==> src/rtl/async_input_filter_if.sv <==
// ============================================================================
// Module      : async_input_filter_if
// Description : Bundle of the asynchronous inputs and filtered outputs of
//               async_input_filter.
// Revision    : 1.0 - initial release
// ============================================================================
`default_nettype none

interface async_input_filter_if #(
    parameter int WIDTH = 4
);
    logic [WIDTH-1:0] async_in;
    logic [WIDTH-1:0] sync_out;
    logic [WIDTH-1:0] rise;
    logic [WIDTH-1:0] fall;
    logic             any_change;

    // Board side drives the raw lines and consumes the clean levels/strobes
    modport master (
        output async_in,
        input  sync_out,
        input  rise,
        input  fall,
        input  any_change
    );

    modport slave (
        input  async_in,
        output sync_out,
        output rise,
        output fall,
        output any_change
    );
endinterface

`default_nettype wire

==> src/rtl/async_input_filter.sv <==
// ============================================================================
// Module      : async_input_filter
// Description : WIDTH-channel synchroniser with per-channel glitch filter and
//               registered rise/fall/any_change strobes.
// Revision    : 1.0 - initial release
// ============================================================================
`default_nettype none

module async_input_filter #(
    parameter int               WIDTH         = 4,
    parameter int               SYNC_STAGES   = 2,
    parameter int               FILTER_CYCLES = 1,
    parameter logic [WIDTH-1:0] RESET_VAL     = {WIDTH{1'b0}}
) (
    input  logic                 clk,
    input  logic                 rst,
    async_input_filter_if.slave  bus
);

    localparam int               CNT_W     = (FILTER_CYCLES > 1) ? $clog2(FILTER_CYCLES) : 1;
    localparam logic [CNT_W-1:0] C_CNT_MAX = CNT_W'(FILTER_CYCLES - 1);

    logic [WIDTH-1:0] w_upd;
    logic [WIDTH-1:0] w_sync_out;
    logic [WIDTH-1:0] w_rise;
    logic [WIDTH-1:0] w_fall;
    logic             r_any;

    generate
        for (genvar i = 0; i < WIDTH; i++) begin : g_ch
            // Input path is covered by a false-path/no-IOB constraint on r_stg[0]
            (* ASYNC_REG = "TRUE", shreg_extract = "no" *)
            logic [SYNC_STAGES-1:0] r_stg;
            logic [CNT_W-1:0]       r_cnt;
            logic                   r_out;
            logic                   r_rise;
            logic                   r_fall;
            logic                   w_s;

            assign w_s      = r_stg[SYNC_STAGES-1];
            assign w_upd[i] = (w_s != r_out) && (r_cnt == C_CNT_MAX);

            always_ff @(posedge clk or posedge rst) begin
                if (rst) begin
                    r_stg <= {SYNC_STAGES{RESET_VAL[i]}};
                end else begin
                    r_stg <= {r_stg[SYNC_STAGES-2:0], bus.async_in[i]};
                end
            end

            // cnt only advances while the synchronised level disagrees, so it
            // tops out at C_CNT_MAX and any agreeing sample restarts it
            always_ff @(posedge clk or posedge rst) begin
                if (rst) begin
                    r_cnt  <= '0;
                    r_out  <= RESET_VAL[i];
                    r_rise <= 1'b0;
                    r_fall <= 1'b0;
                end else begin
                    r_rise <= 1'b0;
                    r_fall <= 1'b0;
                    if (w_s == r_out) begin
                        r_cnt <= '0;
                    end else if (w_upd[i]) begin
                        r_out  <= w_s;
                        r_cnt  <= '0;
                        r_rise <= w_s;
                        r_fall <= ~w_s;
                    end else begin
                        r_cnt <= r_cnt + 1'b1;
                    end
                end
            end

            assign w_sync_out[i] = r_out;
            assign w_rise[i]     = r_rise;
            assign w_fall[i]     = r_fall;
        end
    endgenerate

    always_ff @(posedge clk or posedge rst) begin
        if (rst) begin
            r_any <= 1'b0;
        end else begin
            r_any <= |w_upd;
        end
    end

    assign bus.sync_out   = w_sync_out;
    assign bus.rise       = w_rise;
    assign bus.fall       = w_fall;
    assign bus.any_change = r_any;

endmodule

`default_nettype wire
==> src/flat_wrapper.sv <==
// flat-port wrapper written by rule: the top's interface ports become plain ports
module async_input_filter_flat 
#(
    parameter int               WIDTH         = 4,
    parameter int               SYNC_STAGES   = 2,
    parameter int               FILTER_CYCLES = 1,
    parameter logic [WIDTH-1:0] RESET_VAL     = {WIDTH{1'b0}}
)
  (clk, rst, bus_async_in, bus_sync_out, bus_rise, bus_fall, bus_any_change);
  async_input_filter_if #(.WIDTH(WIDTH)) bus_i ();
  input  logic clk;
  input  logic rst;
  input wire logic [$bits(bus_i.async_in)-1:0] bus_async_in;
  output wire logic [$bits(bus_i.sync_out)-1:0] bus_sync_out;
  output wire logic [$bits(bus_i.rise)-1:0] bus_rise;
  output wire logic [$bits(bus_i.fall)-1:0] bus_fall;
  output wire logic [$bits(bus_i.any_change)-1:0] bus_any_change;
  assign bus_i.async_in = bus_async_in;
  assign bus_sync_out = bus_i.sync_out;
  assign bus_rise = bus_i.rise;
  assign bus_fall = bus_i.fall;
  assign bus_any_change = bus_i.any_change;
  async_input_filter #(.WIDTH(WIDTH), .SYNC_STAGES(SYNC_STAGES), .FILTER_CYCLES(FILTER_CYCLES), .RESET_VAL(RESET_VAL)) u_core (.clk(clk), .rst(rst), .bus(bus_i));
endmodule
==> config.mk <==
export PLATFORM = sky130hd
export DESIGN_NAME = async_input_filter_flat
export DESIGN_NICKNAME = d
export VERILOG_FILES = /design/src/rtl/async_input_filter_if.sv /design/src/rtl/async_input_filter.sv /design/src/flat_wrapper.sv
export SDC_FILE = /design/constraint.sdc
export NUM_CORES = 1
export LEC_CHECK = 0
export ABC_AREA = 1
export CAP_MARGIN = 10
export CORE_MARGIN = 1.5
export CORE_UTILIZATION = 45
export CTS_BUF_LIST = sky130_fd_sc_hd__clkbuf_16
export CTS_CLUSTER_DIAMETER = 60
export DETAILED_ROUTE_END_ITERATION = 12
export GPL_TIMING_DRIVEN = 0
export PLACE_DENSITY = 0.78
export SYNTH_ARGS = -nofsm -noshare
export SYNTH_HDL_FRONTEND = slang
export SYNTH_SLANG_ARGS = --single-unit
==> constraint.sdc <==
create_clock -name clk -period 1 [get_ports clk]
set_clock_uncertainty 0.1 [all_clocks]
set_input_delay 0.15 -clock clk [delete_from_list [all_inputs] [get_ports clk]]
set_output_delay 0.15 -clock clk [all_outputs]
set_load 0.01 [all_outputs]
## After elaboration in Yosys (flattened, before gate mapping)

Cells that the tools add are included.

| word-level totals | value |
|---|---|
| register bits after elaboration | 25 |
| input bits | 6 |
| word-level logic and storage cells | 78 |

| operators by class | value |
|---|---|
| add/sub/neg operators | 4 |
| eq/ne operators | 8 |
| mux-type cells | 24 |
| bitwise logic cells | 12 |
| reductions and logical operators | 9 |

Operators with widths:

| kind | number |
|---|---|
| $mux 1 | 24 |
| $not 1->1 | 12 |
| $reduce_and 2->1 | 4 |
| $add 1x1->1 const B | 4 |
| $eq 1x1->1 | 4 |
| $logic_and 1x1->1 | 4 |
| $ne 1x1->1 | 4 |
| $reduce_or 4->1 | 1 |

## Longest topological paths before layout

Gate-level depths: netlist of the first run.

| logic depth | value |
|---|---|
| depth in word-level cells | 4 |
| mapped depth | 6 |

## Worst setup path before layout of the first run

Ideal clock, no wire load.

| path | value |
|---|---|
| kind | register to register |
| start point | register u_core.g_ch[0].r_out |
| end point | register u_core.r_any (netlist: u_core.bus.any_change) |
| data arrival time | 687 ps |
| path slack | 97 ps |
| stages on the path, launching flop included | 7 |
| clock period less this slack | 903 ps |
| path through | dfrtp_1 -> inv_1 -> nand2_1 -> nand3_2 -> nand2_1 -> inv_1 -> nand2_1 |

| between the ends | value |
|---|---|
| cells in the longest elaborated chain, start to end | 3 |

Ends and longest elaborated chain:

| element | line | source |
|---|---|---|
| start: declaration | async_input_filter.sv:35 | `logic r_out;` |
| start signal: assignment | async_input_filter.sv:56 | `r_out <= RESET_VAL[i];` |
| start signal: assignment | async_input_filter.sv:65 | `r_out <= w_s;` |
| $ne 1x1->1 | async_input_filter.sv:41 | `assign w_upd[i] = (w_s != r_out) && (r_cnt == C_CNT_MAX);` |
| $logic_and 1x1->1 | async_input_filter.sv:41 |  |
| $reduce_or 4->1 | async_input_filter.sv:85 | `r_any <= \|w_upd;` |
| end signal: assignment | async_input_filter.sv:85 |  |
| end: declaration | async_input_filter.sv:27 | `logic r_any;` |

Every way passes these cells.
A chain may end at the register's enable or synchronous reset.

## Final worst setup path of the first run

| path | value |
|---|---|
| start point | register u_core.g_ch[0].r_out |
| end point | output port bus_sync_out[0] |

RTL lines:

| element | line | source |
|---|---|---|
| end: declaration | flat_wrapper.sv:14 | `output wire logic [$bits(bus_i.sync_out)-1:0] bus_sync_out;` |

No word-level cell between the ends.

==> results.md, run 1 <==
* Drc violations at 0
* Final wirelength at 1.39 mm
* Sequential Power Share at 49.5%
* Hold Violations, Final at 0
* Unrepaired setup endpoints after global routing: true
* First-pass GRT wire length at 1.97 mm
* Failing checks: setup timing
* FF-to-FF End: u_core.bus.any_change
* R2R cell count at 7
* Worst Setup End Kind: primary output
* Fillers at 155
* Total gr overflow at 0
* Crit Path Class: flop to primary output
* Fmax at 866 MHz
* Drt pass-1 iters at 4
* Period utilisation layout at 115%
* Die width at 48.1 um
* Share of cells above drive strength 1 at 37.1%
* Startpoint types: flop
* Worst path required time at 0.75 ns
* Dpl cell area at 1140 sq um
* Worst Hold Class: primary input to asynchronous set/reset pin
* Maximum fanout along the worst path at 4
* Crit Reg-Reg Startpoint: u_core.g_ch[1].r_out
* Die Y at 48.1 um
* Wire length per cell at 10.6 um
* Detailed Route Iter0 Violations at 6
* P&R area growth vs syn at 37.0%
* Post-route design area at 1250 sq um
* Netlist Area Pre-Place at 916 sq um
* Worst relative slew slack at 65.5%
* Switching Share at 21.3%
* # IOs at 19
* Core ar. at 1940 sq um
* Clock Latency Late Sink at 0.25 ns
* Gate Count Post-Synth at 84
* Post-synth top area share at 68.3%
* Area occupied by multi-input gates at 178 sq um
* CP arrival at 0.90 ns
* Period minus WS final at 1.15 ns
* Finished Core Util at 64.6%
* Fin worst setup slack at -0.154 ns
* TritonCTS buffer count at 3
* Final setup fails at 7
* P_sw at 0.000476 W
* Clk slew on worst S/H paths at 0.06 ns
* Fin. max-slew vios at 0
* Nets@finish at 112
* Minimum hold slack at 0.201 ns
* Internal at 0.00176 W
* FP Rows at 16
* Pwr dens at 1780 nW/um^2
* Vias at 563
* Dpl hpwl at 896 um
* Largest net degree at the start of global routing at 26
* Post-route ant nets at 0
* CTS tree: built
* VDD IR max at 1.11 mV
* Vias/cell at 4.27
* Worst-margin pin slew at 0.516 ns
* CTS HTree Levels at 1
* Comb pwr share at 13.1%
* Synth area leaders: dfrtp_1, buf_4, nand2_1
* Seq. cell area at 626 sq um
* Synth unique cells at 12
* Port Buffers at 18
* Clock Sinks at 25
* ANT cells at 0
* Root Buffer: clkbuf_16
* Initial Utilization at 47.2%
* Seq cells post-synth at 25
* Yosys Warn Count at 0
* Syn avg cell area at 10.9 sq um
* Status: finished, violations left
* Cell taking the most area after synthesis: dfrtp_1
* Clock power frac at 37.4%
* Max-cap violations at 0
* Sequential fraction of the synthesis area at 68.3%
* Static Leak at 0.641 nW
* Max Buffers Root-to-Sink at 2
* Total GRT Usage at 13.1%
* Die area at 2320 sq um
* R2r setup slk at -0.07 ns
* RD Place Congestion at 0.742
* Vias in the first global route at 464
* Antenna violations before repair at 0
through the flow:
stage	std cells	power, W	TNS (ns)	setup slack [ns]
global route	132	0.00235	-0.943	-0.189
finish	132	0.00224	-0.616	-0.154
detailed placement	132	0.00137	-12.04	-0.380
floorplan	87	0.00126	0	0.0969
CTS	131	0.00223	-0.665	-0.163
global placement	132	0.00136	-11.74	-0.373
sequential cells by signal, indices dropped and copies added, names as in the netlist:
name	cells
u_core.g_ch.r_cnt	4
u_core.g_ch.r_stg	8
u_core.g_ch.r_fall	4
u_core.g_ch.r_rise	4
u_core.bus.any_change	1
u_core.g_ch.r_out	4
cells by family after synthesis:
family / synth area share (%)
flops: 68.3
other cells: 0.409
simple gates: 13.1
buf+inv: 16.0
compound gates: 2.19
cell type report:
cell class                 count  area share [%]
multi-input combinational     35            14.2
buffer                         4            3.59
tap                           27            2.69
timing repair buffer          22            18.4
sequential                    25            49.9
clock buffer                   3            5.98
clock inverter                 1           0.299
inverter                      15            4.99
worst max-delay path, cell delays in order (launching register included):
cell and delay [ns]:
dfrtp_1 0.42, buf_6 0.13, buf_6 0.11
worst max path at each step:
stage	slack, ns	start	to
3_5_place_dp	-0.38	rst	u_core.g_ch[0].r_stg[1]
2_1_floorplan	0.1	u_core.g_ch[0].r_out	u_core.bus.any_change
5_1_grt	-0.19	u_core.g_ch[0].r_out	bus_sync_out[0]
3_3_place_gp	-0.37	rst	u_core.g_ch[0].r_stg[0]
4_1_cts	-0.16	u_core.g_ch[0].r_out	bus_sync_out[0]
6_report	-0.15	u_core.g_ch[0].r_out	bus_sync_out[0]
Yosys cell counts, drive strengths merged:
| cell | count |
|---|---|
| dfrtp | 25 |
| nand2 | 15 |
| inv | 14 |
| buf | 12 |
| nor2 | 5 |
| nand3 | 4 |
| o21ai | 4 |
| nor3 | 3 |
| clkinv | 1 |
| conb | 1 |
cell usage in the layout (no fill, tap or decap):
cell type        Yosys  final
buf_2                0      1
buf_4               12      1
buf_6                0     19
clkbuf_16            0      3
clkdlybuf4s50_1      0      5
clkinv_1             1      1
clkinvlp_4           0      1
conb_1               1      4
dfrtp_1             25     25
inv_1               13      9
inv_2                1      4
inv_4                0      1
nand2_1             15     10
nand2_2              0      5
nand3_2              2      4
nor2_1               5      5
nor3_1               3      3
o21ai_1              4      4
power by group through the flow:
stage | registers [W] | clock network, W | logic [W]
global placement | 0.00112 | 0 | 0.000238
detailed placement | 0.00113 | 0 | 0.000247
CTS | 0.00111 | 0.000857 | 0.000265
floorplan | 0.00112 | 0 | 0.000140
finish | 0.00111 | 0.000837 | 0.000293
global route | 0.00111 | 0.000909 | 0.000323
per-layer routing:
layer  track usage (%)  routed length [um]  vias up
li1                  -                   -      275
met1              16.1                 577      266
met2              20.8                 742       20
met3              3.33                  65        2
met4              8.11                   9        0
met5                 0                   0        -
timing repair:
item | in CTS | in global routing
gates resized for setup | 70 | 14
pin swaps | 0 | 3
endpoints found under the setup margin | 39 | 15
hold buffers | 0 | 0
buffers inserted | 3 | 1
Power figures use the tool's default switching activity.
==> run 2, diff against run 1 <==
--- a/config.mk
+++ b/config.mk
@@ -7,13 +7,14 @@
 export LEC_CHECK = 0
 export ABC_AREA = 1
 export CAP_MARGIN = 10
+export CORE_ASPECT_RATIO = 1.5
 export CORE_MARGIN = 1.5
-export CORE_UTILIZATION = 45
+export CORE_UTILIZATION = 30
 export CTS_BUF_LIST = sky130_fd_sc_hd__clkbuf_16
 export CTS_CLUSTER_DIAMETER = 60
 export DETAILED_ROUTE_END_ITERATION = 12
 export GPL_TIMING_DRIVEN = 0
-export PLACE_DENSITY = 0.78
+export PLACE_DENSITY = 0.58
 export SYNTH_ARGS = -nofsm -noshare
 export SYNTH_HDL_FRONTEND = slang
 export SYNTH_SLANG_ARGS = --single-unit
==> results.md, run 2 (synthesized netlist as in run 1, its figures left out) <==
* Period minus WS final at 1.13 ns (was 1.15 ns)
* P&R area growth vs syn at 34.8% (was 37.0%)
* Hold Violations, Final at 0 (unchanged)
* Placed instance count at 144 (was 132)
* Die width at 48.1 um (unchanged)
* Max-cap violations at 0 (unchanged)
* Wire length per cell at 8.87 um (was 10.6 um)
* Status: finished, violations left (unchanged)
* Initial Utilization at 31.4% (was 47.2%)
* CTS HTree Levels at 1 (unchanged)
* Hold buffer count at cts at 0 (unchanged)
* # IOs at 19 (unchanged)
* Vias/cell at 3.85 (was 4.27)
* Commonest non-fill, non-tap cell in the layout: dfrtp_1 (unchanged)
* Worst Setup End Kind: primary output (unchanged)
* RD Place Congestion at 0.622 (was 0.742)
* Fin. max-slew vios at 0 (unchanged)
* First-pass GRT wire length at 2.44 mm (was 1.97 mm)
* Worst relative slew slack at 65.6% (was 65.5%)
* Crit Path Class: flop to primary output (unchanged)
* Total GRT Usage at 10.0% (was 13.1%)
* Biggest register: u_core.g_ch.r_stg (unchanged)
* Startpoint types: flop (unchanged)
* Max FFs per register at 8 (unchanged)
* Final setup fails at 5 (was 7)
* Worst-margin pin slew at 0.515 ns (was 0.516 ns)
* Vias at 550 (was 563)
* CP arrival at 0.88 ns (was 0.90 ns)
* Fmax at 882 MHz (was 866 MHz)
* Setup Total Neg Slack at -0.491 ns (was -0.616 ns)
* Final wirelength at 1.27 mm (was 1.39 mm)
* TritonCTS buffer count at 3 (unchanged)
* Drt pass-1 iters at 2 (was 4)
* Core ar. at 2910 sq um (was 1940 sq um)
* Pwr dens at 1800 nW/um^2 (was 1780 nW/um^2)
* ANT cells at 0 (unchanged)
* Static Leak at 0.631 nW (was 0.641 nW)
* Die Y at 70.7 um (was 48.1 um)
* Root Buffer: clkbuf_16 (unchanged)
* Antenna violations before repair at 0 (unchanged)
* Failing checks: setup timing (unchanged)
* Largest net degree at the start of global routing at 26 (unchanged)
* Unrepaired setup endpoints after global routing: true (unchanged)
* Worst path required time at 0.75 ns (about the same)
* Period utilisation layout at 113% (was 115%)
* Nets@finish at 111 (was 112)
* VDD IR max at 1.01 mV (was 1.11 mV)
* Fillers at 286 (was 155)
* CTS tree: built (unchanged)
* Post-route insts no fill at 143 (was 132)
* Drc violations at 0 (unchanged)
* Die area at 3400 sq um (was 2320 sq um)
* Port Buffers at 18 (unchanged)
* R2R cell count at 7 (unchanged)
* Total gr overflow at 0 (unchanged)
* Dpl hpwl at 920 um (was 896 um)
* Maximum fanout along the worst path at 2 (was 4)
* Share of cells above drive strength 1 at 29.8% (was 37.1%)
* Clock Sinks at 25 (unchanged)
* Vias in the first global route at 603 (was 464)
* FP Rows at 24 (was 16)
* Detailed Route Iter0 Violations at 3 (was 6)
* DP Worst Slack at -0.413 ns (was -0.380 ns)
* Worst Hold Class: primary input to asynchronous set/reset pin (unchanged)
* Max Buffers Root-to-Sink at 2 (unchanged)
* Clock Latency Late Sink at 0.25 ns (about the same)
* Post-route ant nets at 0 (unchanged)
* Clk slew on worst S/H paths at 0.06 ns (about the same)
* Fin worst setup slack at -0.133 ns (was -0.154 ns)
* Most frequent cells in the layout: dfrtp_1, buf_6, nand2_1 (unchanged)
==> run 2: changes by cell type in the layout (fill, tap and decap cells not counted), sizes merged <==
| cell | previous run | this run |
|---|---|---|
| buf | 21 | 20 |
==> run 2: report_power, final <==
group	total (W)	switching, W	leakage [nW]	internal [W]
registers	0.00111	0.0000357	0.306	0.00107
logic	0.000263	0.000118	0.283	0.000145
clock network	0.000848	0.000315	0.0423	0.000533
==> run 2: what timing repair did <==
action / in CTS / in global routing
pin swaps: 0 / 1
resized for setup: 69 / 5
endpoints found under the setup margin: 38 / 15
buffers inserted: 4 / 0
==> run 2: layout make-up <==
type / count / area, sq um / area share [%]
clock buffer: 3 / 75.1 / 6.08
sequential: 25 / 626 / 50.7
inverter: 15 / 60.1 / 4.86
buffer: 3 / 33.8 / 2.74
multi-input combinational: 35 / 160 / 13.0
timing repair buffer: 22 / 228 / 18.4
tap: 39 / 48.8 / 3.95
clock inverter: 1 / 3.75 / 0.304
==> run 2: path summary, 6_finish.rpt <==
path                                      endpoint  slack [ns]               startpoint
max in group asynchronous     u_core.g_ch[1].r_out        0.32                      rst
min in group clk           u_core.g_ch[2].r_stg[0]        0.23          bus_async_in[2]
setup reg to reg             u_core.bus.any_change       -0.06     u_core.g_ch[0].r_out
hold reg to reg            u_core.g_ch[0].r_stg[1]        0.25  u_core.g_ch[0].r_stg[0]
setup / recovery                   bus_sync_out[0]       -0.13     u_core.g_ch[0].r_out
hold / removal             u_core.g_ch[3].r_stg[1]        0.18                      rst
==> run 2: through the flow <==
stage / instance area (sq um) / util [%] / hold WS [ns] / power, W
6_report: 1230 / 42.4 / 0.176 / 0.00222
5_1_grt: 1230 / 42.4 / 0.221 / 0.00233
4_1_cts: 1220 / 42.0 / 0.196 / 0.00224
3_5_place_dp: 1160 / 39.7 / 0.237 / 0.00137
3_3_place_gp: 1160 / 39.7 / 0.233 / 0.00136
2_1_floorplan: 927 / - / 0.0773 / 0.00126
==> run 2: worst max-delay path: stages, from the launching register on <==
cell	delay (ns)
dfrtp_1	0.40
buf_6	0.12
buf_6	0.11
==> run 2: layer usage <==
layer,vias to the layer above,track usage (%),wire length [um]
li1,273,-,-
met1,261,11.1,453
met2,12,16.1,731
met3,4,2.30,44
met4,0,6.31,40
met5,-,0,0
